## config.mk

```make
export PLATFORM = sky130hd
export DESIGN_NAME = block_write_buffer_flat
export DESIGN_NICKNAME = d
export VERILOG_FILES = /design/src/rtl/block_write_buffer_if.sv /design/src/rtl/block_write_buffer.sv /design/src/flat_wrapper.sv
export SDC_FILE = /design/constraint.sdc
export NUM_CORES = 1
export LEC_CHECK = 0
export ABC_CLOCK_PERIOD_IN_PS = 21000
export BUFFER_PORTS_ARGS = -buffer_cell sky130_fd_sc_hd__buf_2
export CAP_MARGIN = 0
export CORE_MARGIN = 2
export CORE_UTILIZATION = 58
export CTS_BUF_LIST = sky130_fd_sc_hd__clkbuf_4 sky130_fd_sc_hd__clkbuf_8
export DETAILED_ROUTE_END_ITERATION = 8
export GPL_ROUTABILITY_DRIVEN = 0
export GPL_TIMING_DRIVEN = 0
export PLACE_DENSITY = 0.84
export SKIP_LAST_GASP = 1
export SYNTH_ARGS = -nofsm -noshare
export SYNTH_HDL_FRONTEND = slang
export SYNTH_SLANG_ARGS = --single-unit
```

## constraint.sdc

```tcl
create_clock -name clk -period 21 [get_ports clk]
set_input_delay 1.05 -clock clk [delete_from_list [all_inputs] [get_ports clk]]
set_output_delay 1.05 -clock clk [all_outputs]
set_load 0.01 [all_outputs]
```

## src/rtl/block_write_buffer_if.sv

```systemverilog
// Store-path and block-writeback signals of the write-combining buffer.
// master drives stores/acks (CPU + memory side), slave is the buffer itself.
interface block_write_buffer_if #(
   parameter int unsigned BLOCK_NUM_BITS = 22
);
   logic                      wr_valid;
   logic                      wr_ready;
   logic [29:0]               wr_addr;
   logic [31:0]               wr_data;
   logic [3:0]                wr_be;
   logic                      flush;
   logic                      mem_req;
   logic                      mem_ack;
   logic [BLOCK_NUM_BITS-1:0] mem_block_num;
   logic [255:0]              mem_block;
   logic [31:0]               mem_mask;
   logic                      busy;

   modport master (
      output wr_valid, wr_addr, wr_data, wr_be, flush, mem_ack,
      input  wr_ready, mem_req, mem_block_num, mem_block, mem_mask, busy
   );

   modport slave (
      input  wr_valid, wr_addr, wr_data, wr_be, flush, mem_ack,
      output wr_ready, mem_req, mem_block_num, mem_block, mem_mask, busy
   );
endinterface

```

## src/rtl/block_write_buffer.sv

```systemverilog
// Write-combining buffer: merges word stores byte-wise into one 32-byte block
// image and writes it back to memory under a byte mask via req/ack.
module block_write_buffer #(
   parameter int unsigned IDLE_LIMIT     = 16,
   parameter int unsigned BLOCK_NUM_BITS = 22
) (
   input  logic                 clk,
   input  logic                 reset,
   block_write_buffer_if.slave  bus
);
   localparam int unsigned BYTES   = 32;
   localparam int unsigned BLOCK_W = 256;
   localparam int unsigned CNT_W   = (IDLE_LIMIT > 1) ? $clog2(IDLE_LIMIT) : 1;

   typedef enum logic [1:0] {
      ST_EMPTY = 2'd0,
      ST_FILL  = 2'd1,
      ST_DRAIN = 2'd2
   } state_e;

   state_e                    state_q;
   logic [CNT_W-1:0]          idle_cnt_q;
   logic [BLOCK_NUM_BITS-1:0] blk_num_q;
   logic [BLOCK_W-1:0]        block_q;
   logic [BYTES-1:0]          mask_q;
   logic                      mem_req_q;
   logic                      busy_q;

   logic [BLOCK_NUM_BITS-1:0] wr_blk;
   logic [2:0]                wr_off;
   logic                      same_blk;
   logic                      wr_ready_c;
   logic                      accept;
   logic [BYTES-1:0]          base_mask;
   logic [BYTES-1:0]          merged_mask_d;
   logic [BLOCK_W-1:0]        merged_block_d;
   logic                      unused_addr_hi;

   assign wr_blk         = bus.wr_addr[3 +: BLOCK_NUM_BITS];
   assign wr_off         = bus.wr_addr[2:0];
   assign unused_addr_hi = ^bus.wr_addr[29:3+BLOCK_NUM_BITS];
   assign same_blk       = (wr_blk == blk_num_q);

   // Only the address compare is combinational; nothing depends on mem_ack here.
   always_comb begin
      wr_ready_c = 1'b0;
      if (!reset) begin
         case (state_q)
            ST_EMPTY: wr_ready_c = 1'b1;
            ST_FILL:  wr_ready_c = same_blk;
            default:  wr_ready_c = 1'b0;
         endcase
      end
   end

   assign accept    = bus.wr_valid && wr_ready_c;
   assign base_mask = (state_q == ST_EMPTY) ? '0 : mask_q;

   // Byte lane g of the block belongs to word g/4, store byte g%4.
   for (genvar g = 0; g < BYTES; g++) begin : g_merge
      logic hit;
      assign hit = (wr_off == 3'(g / 4)) && bus.wr_be[g % 4];
      assign merged_mask_d[g]         = hit | base_mask[g];
      assign merged_block_d[g*8 +: 8] = hit ? bus.wr_data[(g % 4)*8 +: 8]
                                            : block_q[g*8 +: 8];
   end

   always_ff @(posedge clk or posedge reset) begin
      if (reset) begin
         state_q    <= ST_EMPTY;
         idle_cnt_q <= '0;
         blk_num_q  <= '0;
         block_q    <= '0;
         mask_q     <= '0;
         mem_req_q  <= 1'b0;
         busy_q     <= 1'b0;
      end else begin
         case (state_q)
            ST_EMPTY: begin
               if (accept) begin
                  blk_num_q  <= wr_blk;
                  block_q    <= merged_block_d;
                  mask_q     <= merged_mask_d;
                  idle_cnt_q <= '0;
                  state_q    <= ST_FILL;
                  busy_q     <= 1'b1;
               end
            end

            ST_FILL: begin
               if (bus.flush) begin
                  if (accept) begin
                     block_q <= merged_block_d;
                     mask_q  <= merged_mask_d;
                  end
                  state_q   <= ST_DRAIN;
                  mem_req_q <= 1'b1;
               end else if (accept && (merged_mask_d == '1)) begin
                  block_q   <= merged_block_d;
                  mask_q    <= merged_mask_d;
                  state_q   <= ST_DRAIN;
                  mem_req_q <= 1'b1;
               end else if (bus.wr_valid && !wr_ready_c) begin
                  // Conflicting block: drain now, the store retries once EMPTY.
                  state_q   <= ST_DRAIN;
                  mem_req_q <= 1'b1;
               end else if (accept) begin
                  block_q    <= merged_block_d;
                  mask_q     <= merged_mask_d;
                  idle_cnt_q <= '0;
               end else if (idle_cnt_q == CNT_W'(IDLE_LIMIT - 1)) begin
                  state_q   <= ST_DRAIN;
                  mem_req_q <= 1'b1;
               end else begin
                  idle_cnt_q <= idle_cnt_q + CNT_W'(1);
               end
            end

            ST_DRAIN: begin
               if (bus.mem_ack) begin
                  mask_q     <= '0;
                  idle_cnt_q <= '0;
                  state_q    <= ST_EMPTY;
                  mem_req_q  <= 1'b0;
                  busy_q     <= 1'b0;
               end
            end

            default: begin
               state_q   <= ST_EMPTY;
               mem_req_q <= 1'b0;
               busy_q    <= 1'b0;
            end
         endcase
      end
   end

   assign bus.wr_ready      = wr_ready_c;
   assign bus.mem_req       = mem_req_q;
   assign bus.busy          = busy_q;
   assign bus.mem_block_num = blk_num_q;
   assign bus.mem_block     = block_q;
   assign bus.mem_mask      = mask_q;

endmodule

```

## src/flat_wrapper.sv

```systemverilog
// flat-port wrapper written by rule: the top's interface ports become plain ports
module block_write_buffer_flat 
#(
   parameter int unsigned IDLE_LIMIT     = 16,
   parameter int unsigned BLOCK_NUM_BITS = 22
)
  (clk, reset, bus_wr_valid, bus_wr_addr, bus_wr_data, bus_wr_be, bus_flush, bus_mem_ack, bus_wr_ready, bus_mem_req, bus_mem_block_num, bus_mem_block, bus_mem_mask, bus_busy);
  block_write_buffer_if #(.BLOCK_NUM_BITS(BLOCK_NUM_BITS)) bus_i ();
  input  logic clk;
  input  logic reset;
  input wire logic [$bits(bus_i.wr_valid)-1:0] bus_wr_valid;
  input wire logic [$bits(bus_i.wr_addr)-1:0] bus_wr_addr;
  input wire logic [$bits(bus_i.wr_data)-1:0] bus_wr_data;
  input wire logic [$bits(bus_i.wr_be)-1:0] bus_wr_be;
  input wire logic [$bits(bus_i.flush)-1:0] bus_flush;
  input wire logic [$bits(bus_i.mem_ack)-1:0] bus_mem_ack;
  output wire logic [$bits(bus_i.wr_ready)-1:0] bus_wr_ready;
  output wire logic [$bits(bus_i.mem_req)-1:0] bus_mem_req;
  output wire logic [$bits(bus_i.mem_block_num)-1:0] bus_mem_block_num;
  output wire logic [$bits(bus_i.mem_block)-1:0] bus_mem_block;
  output wire logic [$bits(bus_i.mem_mask)-1:0] bus_mem_mask;
  output wire logic [$bits(bus_i.busy)-1:0] bus_busy;
  assign bus_i.wr_valid = bus_wr_valid;
  assign bus_i.wr_addr = bus_wr_addr;
  assign bus_i.wr_data = bus_wr_data;
  assign bus_i.wr_be = bus_wr_be;
  assign bus_i.flush = bus_flush;
  assign bus_i.mem_ack = bus_mem_ack;
  assign bus_wr_ready = bus_i.wr_ready;
  assign bus_mem_req = bus_i.mem_req;
  assign bus_mem_block_num = bus_i.mem_block_num;
  assign bus_mem_block = bus_i.mem_block;
  assign bus_mem_mask = bus_i.mem_mask;
  assign bus_busy = bus_i.busy;
  block_write_buffer #(.IDLE_LIMIT(IDLE_LIMIT), .BLOCK_NUM_BITS(BLOCK_NUM_BITS)) u_core (.clk(clk), .reset(reset), .bus(bus_i));
endmodule
```

==> results.cfg, run 1 <==
[sta]
maxClockFrequency_mhz = 277
hold_violations = 0
final_max_slew_violation_count = 0
grt_setup_unrepaired = no
final.period_utilization = 0.172
tightest_slew_ns = 0.922
final.setup.tns_ns = 0
slew-limit-headroom = 0.385
report.final.setup_viol = 0
final_period_minus_worst_setup_slack_ns = 3.60
skew_ns = 0.0192

[floorplan]
die-height_um = 155
io_pins = 384
die_width_um = 155
initial_utilization = 0.588
dieArea_um2 = 24100
core_box_area_um2 = 22600
num_rows = 55

[job]
max_cap_viol_count = 0

[synth]
syn-cell-area_um2 = 13300
postSynthAreaPerCell_um2 = 15.5
ys.warnings.count = 0
ys_seq_elements = 318
synthArstFlopShare = 1.00
postSynth.topFlopCell = sky130_fd_sc_hd__dfrtp_1
number_of_flops_mapped_to_enable_cells_by_yosys = 0
synth_fp_nets = 935
seq_area_frac_synth = 0.599
postSynthCellCount = 859
netlist-cell-type-count = 57

[status]
status = complete, no violations

[critical_path]
worstSetupStartpoint = bus_wr_addr[3]
critPathMaxStageDelay_ns = 0.39
timing.critical_path.arrival_ns = 2.55
worst-path-max-fanout = 4
rr_startpoint = u_core.state_q[0]
critical-path-top-cell-by-count = sky130_fd_sc_hd__buf_2
crit_chain = buf_2 -> xor2_1 -> nor4_1 -> nand4_1 -> o32a_4 -> inv_1 -> buf_2
critical-path-slowest-cell = sky130_fd_sc_hd__o32a_4
critPathRequiredTime_ns = 19.95
timing.setup.critical_path_class = primary input to output port
cp-start-kind = primary input
critPathCaptureType = output port

[power]
peak_vdd_ir_mv = 0.0899
cellLeakagePower_uw = 0.00884
cellPowerDensity_nw_per_um2 = 125

[clock_network]
holdBufCountCts = 0
ctsLongestPathBuffers = 3
setup_repair_bufs_after_cts = 0
clock_sinks = 318
clock_tree_from_tritoncts = done
clock_latency_ns = 0.56
clock_transition_at_the_register_clock_pins_on_the_worst_setup_and_hold_paths_after_cts_ns = 0.06
cts_root_buffer = sky130_fd_sc_hd__clkbuf_8
cts_htree_levels = 2
postCtsResizedCells = 0
tritoncts.num_buffers = 50

[global_route]
grt_first_pass_wirelength_mm = 53.5
grt.overflow.total = 0
initial_antenna_violation_count = 1
grt_use_total = 0.285
number_of_global_route_vias_before_repair = 9608
grt_start_max_net_pins = 95

[placed_design]
place_inst = 1525
numPortBuffers = 378
dp_hpwl_mm = 24.0

[drt]
totalWireLength_mm = 34.6
drtPass1Iterations = 6
detail_route.drc_violations = 0
via_count = 9209
wire_per_inst_um = 21.4
post_detailed_route_count_of_antenna_violating_nets = 0
post_drt_via_cell_ratio = 5.69
first_iter_violations = 549

[min_path]
start_point_of_the_worst_min_delay_path = u_core.bus.mem_block[212]
min_path_type = flip-flop to flip-flop

[layout]
num-nets-final = 1368
fillCellCount = 1432
mostFrequentLayoutCell = sky130_fd_sc_hd__buf_2
final_layout_size_suffix_gt1_frac = 0.611
final-instance-count-excl-fill = 1619
syn_to_final_growth_pct = 26.0
final_cell_mix = 391 x sky130_fd_sc_hd__buf_2, 318 x sky130_fd_sc_hd__dfrtp_1, 261 x sky130_fd_sc_hd__mux2_2
-- cell families after synthesis --
group	after synthesis	share of synthesized area
adder cells (fa/ha/maj)	5	0.00471
XOR/XNOR	22	0.0145
flip-flops	318	0.599
buffers and inverters	39	0.0161
AND/OR/NAND/NOR	116	0.0759
AO/OA/AOI/OAI	80	0.0481
multiplexers	279	0.241
-- final cells by class --
type | count | area [µm²] | area share
Sequential cell | 318 | 7960 | 0.476
Multi-Input combinational cell | 502 | 5110 | 0.305
Timing Repair Buffer | 381 | 1970 | 0.118
Clock buffer | 83 | 1050 | 0.0631
Tap cell | 285 | 357 | 0.0213
Buffer | 31 | 184 | 0.0110
Clock inverter | 10 | 52.6 | 0.00314
Inverter | 8 | 37.5 | 0.00224
Antenna cell | 1 | 2.50 | 0.000150
-- sequential cells by signal, summed over array words and instances (netlist names) --
signal                    cells
u_core.bus.mem_block        256
u_core.bus.mem_mask          32
u_core.state_q                2
u_core.bus.busy               1
u_core.idle_cnt_q             4
u_core.bus.mem_block_num     22
u_core.bus.mem_req            1
-- routing by layer --
layer  part of all wire  wire length, µm  up-vias  track usage
met5                  0                0        -            0
li1                   -                -     4064            -
met3              0.073             2540       82       0.0758
met2               0.50            17200      400        0.483
met1               0.40            13700     4663        0.354
met4              0.031             1090        0        0.103
-- power breakdown --
group	switching [µW]	internal, µW
sequential	105	797
combinational	333	305
clock	241	317
total	679	1420
-- worst max-delay path, delay by kind of cell --
| family | cells | cell delay (ns) |
|---|---|---|
| XOR/XNOR | 1 | 0.14 |
| buffers and inverters | 3 | 0.40 |
| AO/OA/AOI/OAI | 1 | 0.39 |
| AND/OR/NAND/NOR | 2 | 0.57 |
-- synthesized netlist by cell type, types with 6 or more instances --
| cell type | number | area share |
|---|---|---|
| sky130_fd_sc_hd__nand3_4 | 20 | 0.026 |
| sky130_fd_sc_hd__inv_1 | 8 | 0.0023 |
| sky130_fd_sc_hd__a21oi_1 | 8 | 0.0030 |
| sky130_fd_sc_hd__clkbuf_1 | 9 | 0.0025 |
| sky130_fd_sc_hd__a32o_1 | 24 | 0.018 |
| sky130_fd_sc_hd__nand2_1 | 7 | 0.0020 |
| sky130_fd_sc_hd__mux2_4 | 17 | 0.019 |
| sky130_fd_sc_hd__a22o_1 | 7 | 0.0046 |
| sky130_fd_sc_hd__nand4_1 | 6 | 0.0028 |
| sky130_fd_sc_hd__mux2_2 | 261 | 0.22 |
| sky130_fd_sc_hd__nor2_1 | 9 | 0.0025 |
| sky130_fd_sc_hd__nand3_1 | 11 | 0.0041 |
| sky130_fd_sc_hd__xor2_1 | 14 | 0.0092 |
| sky130_fd_sc_hd__o21ai_0 | 11 | 0.0041 |
| sky130_fd_sc_hd__a31oi_1 | 7 | 0.0033 |
| sky130_fd_sc_hd__xnor2_1 | 8 | 0.0053 |
| sky130_fd_sc_hd__dfrtp_1 | 318 | 0.60 |
| sky130_fd_sc_hd__nand3_2 | 6 | 0.0045 |
| sky130_fd_sc_hd__and4b_1 | 6 | 0.0045 |
| sky130_fd_sc_hd__nor2b_1 | 9 | 0.0042 |
| sky130_fd_sc_hd__nor4_1 | 6 | 0.0028 |
| sky130_fd_sc_hd__buf_2 | 13 | 0.0049 |
| sky130_fd_sc_hd__nand2_2 | 6 | 0.0028 |
-- worst paths after layout --
| path | slack (ns) | cells after the start | end |
|---|---|---|---|
| max in group asynchronous | 19.20 | 4 | u_core.bus.mem_block[70] |
| worst min register to register | 0.50 | 1 | u_core.bus.mem_block[212] |
| worst min-delay path | 0.50 | 1 | u_core.bus.mem_block[212] |
| worst max-delay path | 17.40 | 7 | bus_wr_ready |
| worst max register to register | 18.11 | 9 | u_core.bus.mem_mask[2] |
| min in group asynchronous | 0.59 | 2 | u_core.bus.mem_block[72] |
-- through the flow --
step	setup WS (ns)	power [µW]	utilization	area, µm²	hold WS, ns
after floorplan	11.15	1260	-	13300	0.488
after global placement	7.95	1510	0.688	15500	0.472
after detailed placement	17.42	1540	0.692	15600	0.487
after CTS	17.42	2110	0.741	16700	0.501
after global routing	17.27	2200	0.741	16700	0.504
final	17.40	2100	0.741	16700	0.499
Power figures use the tool's default switching activity.
==> inputs of run 2 (changes only) <==
--- a/config.mk
+++ b/config.mk
@@ -5,16 +5,16 @@
 export SDC_FILE = /design/constraint.sdc
 export NUM_CORES = 1
 export LEC_CHECK = 0
-export ABC_CLOCK_PERIOD_IN_PS = 21000
+export ABC_CLOCK_PERIOD_IN_PS = 3500
 export BUFFER_PORTS_ARGS = -buffer_cell sky130_fd_sc_hd__buf_2
 export CAP_MARGIN = 0
 export CORE_MARGIN = 2
-export CORE_UTILIZATION = 58
+export CORE_UTILIZATION = 54
 export CTS_BUF_LIST = sky130_fd_sc_hd__clkbuf_4 sky130_fd_sc_hd__clkbuf_8
 export DETAILED_ROUTE_END_ITERATION = 8
 export GPL_ROUTABILITY_DRIVEN = 0
 export GPL_TIMING_DRIVEN = 0
-export PLACE_DENSITY = 0.84
+export PLACE_DENSITY = 0.79
 export SKIP_LAST_GASP = 1
 export SYNTH_ARGS = -nofsm -noshare
 export SYNTH_HDL_FRONTEND = slang
==> constraint.sdc (replaced) <==
create_clock -name clk -period 3.5 [get_ports clk]
set_input_delay 0.175 -clock clk [delete_from_list [all_inputs] [get_ports clk]]
set_output_delay 0.175 -clock clk [all_outputs]
set_load 0.01 [all_outputs]
==> run 2 against run 1 <==
Against the previous run: final cell count increased by 6.1%; critical path depth increased by 3; core utilization decreased by 2.2 points; sequential share of layout area decreased by 1.9 points; clock skew decreased by 0.0037 ns; count of clock-buffer cells in the layout decreased by 2; sequential cell count unchanged; via count increased by 1.9%; largest cell class unchanged; total power increased to 6.1 times the previous value.
==> results.cfg, run 2 (synthesis results as in run 1) <==
[layout]
num-nets-final = 1431
stdcell_area_um2 = 17400
final_layout_size_suffix_gt1_frac = 0.587
syn_to_final_growth_pct = 31.3
mostFrequentLayoutCell = sky130_fd_sc_hd__buf_2
final_cell_mix = 391 x sky130_fd_sc_hd__buf_2, 318 x sky130_fd_sc_hd__dfrtp_1, 261 x sky130_fd_sc_hd__mux2_2
flip_flop_count_of_the_largest_register_after_layout = 256

[drt]
met3WireLength_mm = 2.69
first_iter_violations = 652
totalWireLength_mm = 35.8
detail_route.drc_violations = 0
wl_met2_mm = 17.6
post_drt_via_cell_ratio = 5.46
drtPass1Iterations = 5
route.top_layer_used = met4
met1_length_mm = 14.2
wire_per_inst_um = 20.8
post_detailed_route_count_of_antenna_violating_nets = 0
via_count = 9385

[global_route]
grt.overflow.total = 0
grt_start_max_net_pins = 45
grt_use_total = 0.275
grt_first_pass_wirelength_mm = 55.5
number_of_global_route_vias_before_repair = 9888
initial_antenna_violation_count = 1

[critical_path]
cp-start-kind = flip-flop
critPathRequiredTime_ns = 3.94
critPathCaptureType = flip-flop
timing.setup.critical_path_class = flip-flop to flip-flop
timing.critical_path.arrival_ns = 3.41
worst-path-max-fanout = 10

[floorplan]
core_box_area_um2 = 24200
io_pins = 384
initial_utilization = 0.548
dieArea_um2 = 25900
die_width_um = 161
die-height_um = 161
num_rows = 57

[sta]
final_period_minus_worst_setup_slack_ns = 2.96
final.period_utilization = 0.847
final_max_slew_violation_count = 0
hold_violations = 0
skew_ns = 0.0154
grt_setup_unrepaired = no
maxClockFrequency_mhz = 337
tightest_slew_ns = 0.930
report.final.setup_viol = 0
final.setup.tns_ns = 0
slew-limit-headroom = 0.380

[placed_design]
placed_cell_area_um2 = 15700
dp_hpwl_mm = 24.5
numPortBuffers = 378

[clock_network]
cts_htree_levels = 2
cts_root_buffer = sky130_fd_sc_hd__clkbuf_8
clock_transition_at_the_register_clock_pins_on_the_worst_setup_and_hold_paths_after_cts_ns = 0.06
clock_latency_ns = 0.57
clock_tree_from_tritoncts = done
clock_sinks = 318
ctsLongestPathBuffers = 3
tritoncts.num_buffers = 52

[power]
peak_vdd_ir_mv = 0.553
cellLeakagePower_uw = 0.00911
total_power_uw = 12700
cellPowerDensity_nw_per_um2 = 731

[min_path]
min_path_type = primary input to flip-flop

[job]
max_cap_viol_count = 0

[status]
status = complete, no violations
-- run 2: cell count changes in the layout (fill, tap and decap cells not counted), sizes merged --
cell | previous run | this run
buf | 403 | 408
bufinv | 0 | 2
clkinvlp | 1 | 2
clkinv | 9 | 8
dlygate4sd3 | 0 | 56
clkbuf | 92 | 90
inv | 8 | 7
-- run 2: cell type report --
type / count / area, µm²
clock buffer: 81 / 1020
buffer: 31 / 184
clock inverter: 11 / 111
multi-input combinational: 502 / 5110
sequential: 318 / 7960
tap: 324 / 405
fill: 1644 / 6810
inverter: 8 / 33.8
antenna: 1 / 2.50
timing repair buffer: 442 / 2610
-- run 2: what timing repair did --
action / 4_1_cts / 5_1_grt
resized for setup: 0 / 0
hold buffers: 56 / 0
hold endpoints to repair: 344 / 0
setup buffers: 0 / 0
-- run 2: path summary, 6_finish.rpt --
check / from / end / slack (ns) / depth (start not counted)
max: u_core.state_q[1] / u_core.bus.mem_mask[28] / 0.54 / 10
max in group asynchronous: reset / u_core.bus.mem_block[224] / 2.17 / 6
max reg2reg: u_core.state_q[1] / u_core.bus.mem_mask[28] / 0.54 / 10
min in group asynchronous: reset / u_core.bus.mem_block_num[21] / 0.25 / 3
min: bus_wr_addr[0] / u_core.bus.mem_mask[2] / 0.09 / 3
min reg2reg: u_core.bus.busy / u_core.bus.busy / 0.50 / 2
-- run 2: routing by layer --
metal	GRT usage	up-vias
met5	0	-
met4	0.103	0
met3	0.0772	87
met2	0.467	391
met1	0.338	4722
li1	-	4185
-- run 2: per-stage QoR --
step | worst slack (ns) | util | std cells | hold slack, ns
detailed placement | 0.610 | 0.649 | 1569 | 0.248
floorplan | -0.914 | - | 859 | 0.307
global route | 0.263 | 0.719 | 1718 | 0.0843
finish | 0.535 | 0.719 | 1718 | 0.0925
global placement | -2.71 | 0.642 | 1561 | 0.432
CTS | 0.601 | 0.719 | 1717 | 0.0574
-- run 2: worst max-delay path: stages (launching register included) --
cell	delay (ns)
sky130_fd_sc_hd__dfrtp_1	0.43
sky130_fd_sc_hd__inv_1	0.10
sky130_fd_sc_hd__ha_1	0.19
sky130_fd_sc_hd__nand2b_1	0.07
sky130_fd_sc_hd__nor4_1	0.36
sky130_fd_sc_hd__nand4_1	0.21
sky130_fd_sc_hd__o32a_4	0.40
sky130_fd_sc_hd__nor3_2	0.31
sky130_fd_sc_hd__o21ai_1	0.17
sky130_fd_sc_hd__clkbuf_1	0.30
sky130_fd_sc_hd__a22o_1	0.31
-- run 2: where the power goes --
| part | internal [µW] | switching, µW |
|---|---|---|
| Clock | 2000 | 1450 |
| Sequential | 4780 | 611 |
| Combinational | 1880 | 2020 |
| Total | 8660 | 4080 |
